**config.mk**
```make
export PLATFORM = sky130hd
export DESIGN_NAME = bta_operand_loader
export DESIGN_NICKNAME = d
export VERILOG_FILES = /design/src/rtl/bta_pkg.sv /design/src/rtl/bta_operand_bank.sv /design/src/rtl/bta_operand_loader.sv
export SDC_FILE = /design/constraint.sdc
export NUM_CORES = 1
export LEC_CHECK = 0
export CORE_MARGIN = 3
export CORE_UTILIZATION = 63
export DETAILED_ROUTE_END_ITERATION = 6
export DONT_BUFFER_PORTS = 1
export GPL_TIMING_DRIVEN = 0
export HOLD_SLACK_MARGIN = 0.08
export PLACE_DENSITY_LB_ADDON = 0.1
export SETUP_SLACK_MARGIN = 0.1
export SLEW_MARGIN = 20
export SYNTH_ARGS = -nofsm -noshare
export SYNTH_HDL_FRONTEND = slang
export SYNTH_HIERARCHICAL = 1
export SYNTH_SLANG_ARGS = --single-unit
```
**constraint.sdc**
```tcl
create_clock -name clk -period 3.6 [get_ports clk]
set_input_delay 0.72 -clock clk [delete_from_list [all_inputs] [get_ports clk]]
set_output_delay 0.72 -clock clk [all_outputs]
set_load 0.005 [all_outputs]
```
**src/rtl/bta_pkg.sv**
```systemverilog
// Shared types and default geometry for the binary-tree-adder operand loader.
package bta_pkg;

  // Default geometry: 16 operands of 16 bits, adder settles in 4 cycles.
  localparam int DEF_N         = 16;
  localparam int DEF_M         = 16;
  localparam int DEF_ADDER_LAT = 4;

  // Derived widths for the default geometry.
  localparam int BUS_W = DEF_M * DEF_N / 4;
  localparam int SUM_W = DEF_M + $clog2(DEF_N);
  localparam int CNT_W = $clog2(DEF_N);
  localparam int LAT_W = $clog2(DEF_ADDER_LAT + 1);

  // Loader FSM states.
  typedef enum logic [1:0] {
    IDLE,
    FILL,
    WAIT,
    HOLD
  } state_t;

endpackage

```
**src/rtl/bta_operand_bank.sv**
```systemverilog
// N x M operand register file.
// Slots are written one at a time by index, cleared together, and presented
// as four flattened buses. Slot q of each quarter sits at bits [q*M +: M].
module bta_operand_bank
  import bta_pkg::*;
#(
  parameter int N = DEF_N,
  parameter int M = DEF_M
) (
  input  logic                   clk,
  input  logic                   rst,
  input  logic                   clear,
  input  logic                   wr_en,
  input  logic [$clog2(N)-1:0]   wr_idx,
  input  logic [M-1:0]           wr_data,
  output logic [M*N/4-1:0]       bus_a,
  output logic [M*N/4-1:0]       bus_b,
  output logic [M*N/4-1:0]       bus_c,
  output logic [M*N/4-1:0]       bus_d
);

  localparam int QUARTER = N / 4;

  logic [M-1:0] slots [N];

  // Store one operand per write; reset and clear wipe every slot at once.
  always_ff @(posedge clk) begin
    if (rst || clear) begin
      for (int i = 0; i < N; i++) begin
        slots[i] <= '0;
      end
    end else if (wr_en) begin
      slots[wr_idx] <= wr_data;
    end
  end

  // Flatten the four quarters of the file onto the A/B/C/D buses.
  always_comb begin
    bus_a = '0;
    bus_b = '0;
    bus_c = '0;
    bus_d = '0;
    for (int q = 0; q < QUARTER; q++) begin
      bus_a[q*M +: M] = slots[q];
      bus_b[q*M +: M] = slots[QUARTER + q];
      bus_c[q*M +: M] = slots[2*QUARTER + q];
      bus_d[q*M +: M] = slots[3*QUARTER + q];
    end
  end

endmodule

```
**src/rtl/bta_operand_loader.sv**
```systemverilog
// Operand loader in front of the 16-operand binary tree adder.
// Packs a stream of operands into the A/B/C/D buses, freezes them for the
// adder latency, captures the sum/carry and offers it on a valid/ready port.
// Optional feature: define BTA_LOADER_FLUSH_EN to let in_last close a batch
// early; the unfilled slots stay zero.
module bta_operand_loader
  import bta_pkg::*;
#(
  parameter int N         = DEF_N,
  parameter int M         = DEF_M,
  parameter int ADDER_LAT = DEF_ADDER_LAT
) (
  input  logic                      clk,
  input  logic                      rst,
  input  logic                      in_valid,
  output logic                      in_ready,
  input  logic [M-1:0]              in_data,
  input  logic                      in_cin,
  input  logic                      in_last,
  output logic [M*N/4-1:0]          A,
  output logic [M*N/4-1:0]          B,
  output logic [M*N/4-1:0]          C,
  output logic [M*N/4-1:0]          D,
  output logic                      C0,
  input  logic [M+$clog2(N)-1:0]    sum_in,
  input  logic                      carry_in,
  output logic                      res_valid,
  input  logic                      res_ready,
  output logic [M+$clog2(N)-1:0]    res_sum,
  output logic                      res_carry
);

  localparam int SUM_WIDTH = M + $clog2(N);
  localparam int CNT_WIDTH = $clog2(N);
  localparam int LAT_WIDTH = $clog2(ADDER_LAT + 1);

  state_t                 state;
  state_t                 state_next;
  logic [CNT_WIDTH-1:0]   slot_cnt;
  logic [LAT_WIDTH-1:0]   lat_cnt;
  logic                   c0_q;
  logic [SUM_WIDTH-1:0]   sum_q;
  logic                   carry_q;
  logic                   accept;
  logic                   end_flag;
  logic                   batch_end;
  logic                   capture;
  logic                   release_res;

  assign in_ready    = (state == IDLE) || (state == FILL);
  assign res_valid   = (state == HOLD);
  assign accept      = in_valid && in_ready;
  assign capture     = (state == WAIT) && (lat_cnt == '0);
  assign release_res = (state == HOLD) && res_ready;

`ifdef BTA_LOADER_FLUSH_EN
  assign end_flag = in_last;
`else
  logic unused_in_last;
  assign unused_in_last = in_last;
  assign end_flag       = 1'b0;
`endif

  // A batch closes on the final slot, or early on in_last when flushing is built in.
  assign batch_end = accept && ((slot_cnt == CNT_WIDTH'(N - 1)) || end_flag);

  // Next-state logic for the fill / wait / hold cycle.
  always_comb begin
    state_next = state;
    case (state)
      IDLE: if (accept) state_next = batch_end ? WAIT : FILL;
      FILL: if (batch_end) state_next = WAIT;
      WAIT: if (lat_cnt == '0) state_next = HOLD;
      HOLD: if (res_ready) state_next = IDLE;
      default: state_next = IDLE;
    endcase
  end

  // State register.
  always_ff @(posedge clk) begin
    if (rst) state <= IDLE;
    else     state <= state_next;
  end

  // Slot index advances per accepted operand and parks on the closing slot until release.
  always_ff @(posedge clk) begin
    if (rst || release_res) begin
      slot_cnt <= '0;
    end else if (accept && !batch_end) begin
      slot_cnt <= slot_cnt + 1'b1;
    end
  end

  // Latency down-counter, armed by the closing handshake so capture lands ADDER_LAT edges later.
  always_ff @(posedge clk) begin
    if (rst) begin
      lat_cnt <= '0;
    end else if (batch_end) begin
      lat_cnt <= LAT_WIDTH'(ADDER_LAT - 1);
    end else if ((state == WAIT) && (lat_cnt != '0)) begin
      lat_cnt <= lat_cnt - 1'b1;
    end
  end

  // Carry-in travels with operand 0 and is dropped when the result is consumed.
  always_ff @(posedge clk) begin
    if (rst || release_res) begin
      c0_q <= 1'b0;
    end else if ((state == IDLE) && accept) begin
      c0_q <= in_cin;
    end
  end

  // Result register, loaded once per batch and held while the consumer stalls.
  always_ff @(posedge clk) begin
    if (rst) begin
      sum_q   <= '0;
      carry_q <= 1'b0;
    end else if (capture) begin
      sum_q   <= sum_in;
      carry_q <= carry_in;
    end
  end

  assign C0        = c0_q;
  assign res_sum   = sum_q;
  assign res_carry = carry_q;

  bta_operand_bank #(
    .N (N),
    .M (M)
  ) u_bank (
    .clk     (clk),
    .rst     (rst),
    .clear   (release_res),
    .wr_en   (accept),
    .wr_idx  (slot_cnt),
    .wr_data (in_data),
    .bus_a   (A),
    .bus_b   (B),
    .bus_c   (C),
    .bus_d   (D)
  );

endmodule
```
==> metrics.txt, run 1 <==
detailed-route DRC error count 0; net count after synthesis slightly below 900; maximum buffer depth of the clock tree 3; Post-Syn Instances 815; Clock transition at path regs 0.06 ns; CTS tree done; placer congestion estimate between 0.8 and 0.9; Post-CTS Setup Inserts 0; floorplan die area between 20000 and 25000 µm²; setup repair after global routing missed its margin no; Hold Buf Count CTS 0; clock net sink count between 200 and 300; launching element type of the critical path flip-flop; number of distinct library cells after synthesis 38; clock tree skew after final layout between 0.005 and 0.006 ns; cts bufs inserted 27; 1st-pass router iterations 5; Antenna Nets Post-Route 0; Setup Viol. Count Final 0; Congestion Overflow GR 0; width of the die 141.9 µm; core area 18020 µm²; number of enable flip-flop cells after synthesis approximately 260; synthesis-stage register bit count between 200 and 300; class of the tightest hold or removal check input port to flip-flop; most congested layer reported by global routing met2; ratio of cells with drive above 1 in the final layout between 20% and 30%; sequential cell area fraction in the yosys report 71.40%; via count about 7000; Maximum Capacitance Violations 0; clock root buffer sky130_fd_sc_hd__clkbuf_16; synthesized area roughly 12000 µm²; CP Capture Type flip-flop; Yosys Warn Count 6; Global Route met1 Usage between 30% and 40%; final hold violation count 0; Max FO, Critical Path 16; met3 track demand over resource in global routing between 10% and 20%; number of global-route vias before repair 7084; Data arrival, critical path between 3 and 4 ns; later-pin clock latency in the skew report around 0.52 ns; final critical-path required period about 2.9 ns; mean area per synthesized cell ~14 µm²; transition at the pin with the smallest max-transition slack 0.8789 ns; cts repair resizes 0; Antenna Diode Count 0; Port Buffer Count 0; primary flip-flop cell chosen by synthesis mapping sky130_fd_sc_hd__edfxtp_1; post-route total power 8.536 mW; number of placement rows just under 50; power per standard cell area 662.6 nW/µm²; H-tree level count 1; wirelength, routed roughly 32000 µm; maximum clock frequency 346.6 MHz; floorplan die height ~140 µm; area growth from synthesis to layout 10.71%; ratio of final minimum period to clock period roughly four fifths; initial core utilization between 60% and 70%; Iteration-0 DRC Markers a little under 600; required time at the worst-slack endpoint around 3.8 ns; worst setup timing slack at the placement stage roughly 0.61 ns; placed wire-length estimate after detailed placement roughly 23000 µm; Worst IR Drop VDD roughly 0.55 mV; WL per Instance roughly 29 µm; I/O pin cnt between 300 and 400; GR Layer Usage met2 49.55%; path type of the worst setup path flip-flop to flip-flop; total negative slack 0 ns; total track usage a little under a third; status complete, no violations; leak pwr 4.015 nW; initial antenna violation count 1; pin count of the biggest net entering global routing 17; final count of pins violating max slew 0; global-route wire length before repair 45580 µm; asr flop ratio synth 0%; slack of the critical path approximately 0.71 ns; Layout Nets 899; vias per cell 6.496; Max transition margin around 41%
## power breakdown
group / internal, mW / leakage (nW) / total (mW) / switching [mW]
Sequential: 4.03 / 2.91 / 4.28 / 0.251
Clock: 1.56 / 0.426 / 2.71 / 1.15
Combinational: 0.382 / 0.680 / 1.55 / 1.17
Total: 5.97 / 4.01 / 8.54 / 2.57
## registers in the layout (all words and copies together) (netlist names)
| name | cells |
|---|---|
| state | 2 |
| res_sum | 20 |
| C0 | 1 |
| u_bank/slots | 256 |
| lat_cnt | 3 |
| res_carry | 1 |
| slot_cnt | 4 |
## cell usage after synthesis (2+ instances only)
cell type | number | area (µm²)
sky130_fd_sc_hd__inv_1 | 5 | 18.77
sky130_fd_sc_hd__o21ai_0 | 12 | 60.06
sky130_fd_sc_hd__buf_1 | 3 | 11.26
sky130_fd_sc_hd__nor2_1 | 5 | 18.77
sky130_fd_sc_hd__a21oi_1 | 28 | 140.1
sky130_fd_sc_hd__or2_2 | 2 | 12.51
sky130_fd_sc_hd__nand2_1 | 67 | 251.5
sky130_fd_sc_hd__nand3b_1 | 2 | 15.01
sky130_fd_sc_hd__nand2b_1 | 19 | 118.9
sky130_fd_sc_hd__o21ai_1 | 5 | 25.02
sky130_fd_sc_hd__and2_1 | 2 | 12.51
sky130_fd_sc_hd__nor3_1 | 138 | 690.7
sky130_fd_sc_hd__nor3_2 | 120 | 1201
sky130_fd_sc_hd__or2_1 | 2 | 12.51
sky130_fd_sc_hd__nand3_1 | 4 | 20.02
sky130_fd_sc_hd__nor2b_1 | 3 | 18.77
sky130_fd_sc_hd__clkbuf_1 | 54 | 202.7
sky130_fd_sc_hd__xnor2_1 | 4 | 35.03
sky130_fd_sc_hd__buf_2 | 17 | 85.08
sky130_fd_sc_hd__ha_1 | 8 | 100.1
sky130_fd_sc_hd__edfxtp_1 | 256 | 7687
sky130_fd_sc_hd__dfxtp_1 | 31 | 620.6
sky130_fd_sc_hd__buf_4 | 2 | 15.01
sky130_fd_sc_hd__buf_6 | 12 | 135.1
## cell usage in the layout, fill, tap and decap left out, drive strengths merged, types with 2 or more instances in the layout
cell / instances
clkinv: 11
a21oi: 28
inv: 6
dfxtp: 31
nor2: 5
o21ai: 18
nand2b: 19
clkbuf: 90
and2: 2
nand3: 5
buf: 38
edfxtp: 256
or2: 4
ha: 8
xnor2: 4
nor2b: 3
nor3: 258
nand3b: 2
nand2: 67
## cell type report
class / count / area (µm²)
Timing Repair Buffer: 4 / 48.80
Tap cell: 229 / 286.5
Buffer: 88 / 449.2
Inverter: 6 / 22.52
Clock buffer: 36 / 770.7
Multi-Input combinational cell: 434 / 2917
Fill cell: 1211 / 5142
Sequential cell: 287 / 8308
Clock inverter: 12 / 80.08
## worst max-delay path, stage by stage (launching register included)
cell and delay [ns]:
sky130_fd_sc_hd__dfxtp_1 0.35, sky130_fd_sc_hd__ha_1 0.23, sky130_fd_sc_hd__and2_1 0.20, sky130_fd_sc_hd__nor2_1 0.64, sky130_fd_sc_hd__clkbuf_1 0.64, sky130_fd_sc_hd__o21ai_2 0.45
## metal layers
metal | wire length, µm | share of wire [%] | up-vias
met5 | 13 | 0.041 | -
met2 | 15340 | 48 | 479
met3 | 4278 | 13 | 68
li1 | - | - | 3055
met1 | 11210 | 35 | 3516
met4 | 903 | 2.8 | 2
## through the flow
stage | std cells | utilization (%) | hold WS, ns | cell area [µm²]
4_1_cts | 1096 | 71.47 | 0.3206 | 12880
2_1_floorplan | 815 | - | 0.4527 | 11640
3_5_place_dp | 1048 | 66.75 | 0.4740 | 12030
6_report | 1096 | 71.47 | 0.3290 | 12880
3_3_place_gp | 1044 | 66.15 | 0.4646 | 11920
5_1_grt | 1096 | 71.47 | 0.3274 | 12880
## worst paths after layout
kind	startpoint	end	slack [ns]	cells after the start
setup / recovery	state[1]	u_bank/slots[14][4]	0.71	5
hold / removal	sum_in[2]	res_sum[2]	0.33	2
setup reg to reg	state[1]	u_bank/slots[14][4]	0.71	5
hold reg to reg	res_sum[2]	res_sum[2]	0.48	2
## cells by family (layout without fill, tap and decap cells)
family,after synthesis,after routing,synth area share [%]
simple gates,370,370,20.87
buf+inv,94,146,4.054
compound gates,52,52,2.516
xor+xnor,4,4,0.3010
flops,287,287,71.40
fa+ha+maj,8,8,0.8602
No activity file was read; power rests on OpenSTA's default activity.
==> run 2: changes to the inputs <==
- CORE_UTILIZATION: 63 -> 57
- clock period: 3.6 -> 2.4 ns (I/O delays scaled with it)
==> metrics.txt, run 2 (synthesized netlist as in run 1, its figures left out) <==
Port Buffer Count 0 (unchanged); ratio of cells with drive above 1 in the final layout 28.44% (was 25.03%); power per standard cell area 977.2 nW/µm² (was 662.6 nW/µm²); # placed instances 1083 (was 1048); vias per cell 6.179 (was 6.496); final count of pins violating max slew 0 (unchanged); placer congestion estimate 0.8639 (was 0.8713); setup repair after global routing missed its margin yes (was no); Data arrival, critical path 2.52 ns (was 3.04 ns); floorplan die area 22170 µm² (was 20140 µm²); initial antenna violation count 0 (was 1); detailed-route DRC error count 0 (unchanged); fraction of power consumed by combinational cells 20.0% (was 18.2%); Maximum Capacitance Violations 0 (unchanged); worst setup timing slack at the placement stage -0.3014 ns (was 0.6094 ns); most flop-heavy register u_bank/slots (unchanged); fin cells 1151 (was 1096); Clock transition at path regs 0.06 ns (about the same); clock root buffer sky130_fd_sc_hd__clkbuf_16 (unchanged); Setup Viol. Count Final 0 (unchanged); Congestion Overflow GR 0 (unchanged); total track usage 28.76% (was 30.55%); H-tree level count 1 (unchanged); number of flip-flops under the largest register name 256 (unchanged); number of global-route vias before repair 7120 (was 7084); clock net sink count 287 (unchanged); initial core utilization 58.82% (was 64.56%); wirelength, routed 32870 µm (was 31740 µm); class of the tightest hold or removal check input port to flip-flop (unchanged); maximum buffer depth of the clock tree 3 (unchanged); I/O pin cnt 323 (unchanged); Worst IR Drop VDD 0.6115 mV (was 0.5507 mV); Layout Nets 916 (was 899); CTS tree done (unchanged); Max transition margin 45.38% (was 41.40%); switching power of the nets 4.021 mW (was 2.565 mW); cts bufs inserted 28 (was 27); maximum clock frequency 445.4 MHz (was 346.6 MHz); final hold violation count 0 (unchanged); transition at the pin with the smallest max-transition slack 0.8193 ns (was 0.8789 ns); Internal Power 9.058 mW (was 5.971 mW); status complete, no violations (unchanged); Iteration-0 DRC Markers 673 (was 597); launching element type of the critical path flip-flop (unchanged); pin count of the biggest net entering global routing 17 (unchanged); Antenna Nets Post-Route 0 (unchanged); later-pin clock latency in the skew report 0.53 ns (was 0.52 ns); Reg power frac 49.0% (was 50.1%); ratio of final minimum period to clock period 93.55% (was 80.15%); placed wire-length estimate after detailed placement 22920 µm (was 22840 µm); floorplan die height 148.9 µm (was 141.9 µm); global-route wire length before repair 46910 µm (was 45580 µm); 1st-pass router iterations 5 (unchanged); slack of the critical path 0.1547 ns (was 0.7146 ns); via count 7112 (was 7120); commonest non-fill, non-tap cells in the layout 256 x sky130_fd_sc_hd__edfxtp_1, 136 x sky130_fd_sc_hd__nor3_1, 122 x sky130_fd_sc_hd__nor3_2, 67 x sky130_fd_sc_hd__nand2_1, 46 x sky130_fd_sc_hd__clkbuf_1 (was 256 x sky130_fd_sc_hd__edfxtp_1, 138 x sky130_fd_sc_hd__nor3_1, 120 x sky130_fd_sc_hd__nor3_2, 67 x sky130_fd_sc_hd__nand2_1, 58 x sky130_fd_sc_hd__clkbuf_1); required time at the worst-slack endpoint 2.67 ns (was 3.76 ns); clock tree skew after final layout 0.01547 ns (was 0.005382 ns); sw frac 30.74% (was 30.05%); core area 19780 µm² (was 18020 µm²); Antenna Diode Count 0 (unchanged); WL per Instance 28.56 µm (was 28.96 µm); number of placement rows 51 (was 49); width of the die 148.9 µm (was 141.9 µm); leak pwr 4.198 nW (was 4.015 nW); Clock power frac 31.0% (was 31.7%); area growth from synthesis to layout 15.02% (was 10.71%); path type of the worst setup path flip-flop to flip-flop (unchanged); most common cell after layout, fill and taps aside sky130_fd_sc_hd__edfxtp_1 (unchanged); CP Capture Type flip-flop (unchanged); final critical-path required period 2.245 ns (was 2.885 ns); Max FO, Critical Path 16 (unchanged)
==> run 2: cell type report <==
| cell class | instances | area (µm²) |
|---|---|---|
| timing repair buffer | 20 | 326.6 |
| inverter | 6 | 25.02 |
| clock buffer | 36 | 752.0 |
| buffer | 88 | 484.2 |
| sequential | 287 | 8308 |
| clock inverter | 15 | 97.59 |
| tap | 265 | 331.6 |
| fill | 1419 | 6397 |
| multi-input combinational | 434 | 3059 |
==> run 2: path summary, 6_finish.rpt <==
check / startpoint / to / slack (ns) / depth (start not counted)
max: slot_cnt[1] / u_bank/slots[5][14] / 0.15 / 6
max reg2reg: slot_cnt[1] / u_bank/slots[5][14] / 0.15 / 6
min: sum_in[17] / res_sum[17] / 0.1 / 2
min reg2reg: res_sum[10] / res_sum[10] / 0.48 / 2
==> run 2: layer usage <==
layer	GRT usage [%]	part of all wire, %
met1	36.68	37
met2	47.79	49
met3	9.116	11
met5	0	0
met4	8.330	2.6
==> run 2: per-stage QoR <==
step | instance area [µm²] | setup TNS, ns | utilization, % | power [mW] | hold WS, ns
after floorplan | 11650 | -9.071 | - | 8.036 | 0.4527
after global placement | 11980 | -111.96 | 60.58 | 8.701 | 0.4634
after detailed placement | 12060 | -74.71 | 60.97 | 8.828 | 0.4712
after CTS | 13240 | 0 | 66.93 | 13.02 | 0.08088
after global routing | 13380 | 0 | 67.66 | 13.59 | 0.09086
final | 13380 | 0 | 67.66 | 13.08 | 0.09700
==> run 2: worst max-delay path: stages (launching register included) <==
cell and delay (ns):
sky130_fd_sc_hd__dfxtp_1 0.44, sky130_fd_sc_hd__nand2b_1 0.14, sky130_fd_sc_hd__clkbuf_1 0.33, sky130_fd_sc_hd__buf_2 0.40, sky130_fd_sc_hd__buf_2 0.40, sky130_fd_sc_hd__o21ai_4 0.11, sky130_fd_sc_hd__buf_12 0.17
==> run 2: power groups by stage <==
| stage | combinational [mW] | sequential (mW) | clock (mW) |
|---|---|---|---|
| 2_1_floorplan | 1.69 | 6.35 | 0 |
| 3_3_place_gp | 2.18 | 6.52 | 0 |
| 3_5_place_dp | 2.31 | 6.52 | 0 |
| 4_1_cts | 2.50 | 6.42 | 4.10 |
| 5_1_grt | 2.78 | 6.45 | 4.36 |
| 6_report | 2.61 | 6.41 | 4.06 |
==> run 2: repair_timing <==
| action | CTS | global route |
|---|---|---|
| gates resized for setup | 33 | 17 |
| pin swaps | 10 | 6 |
| cloned | 0 | 0 |
| hold buffers | 0 | 1 |
| endpoints found under the hold margin | 0 | 1 |
| setup buffers | 10 | 6 |
| endpoints found under the setup margin | 360 | 495 |
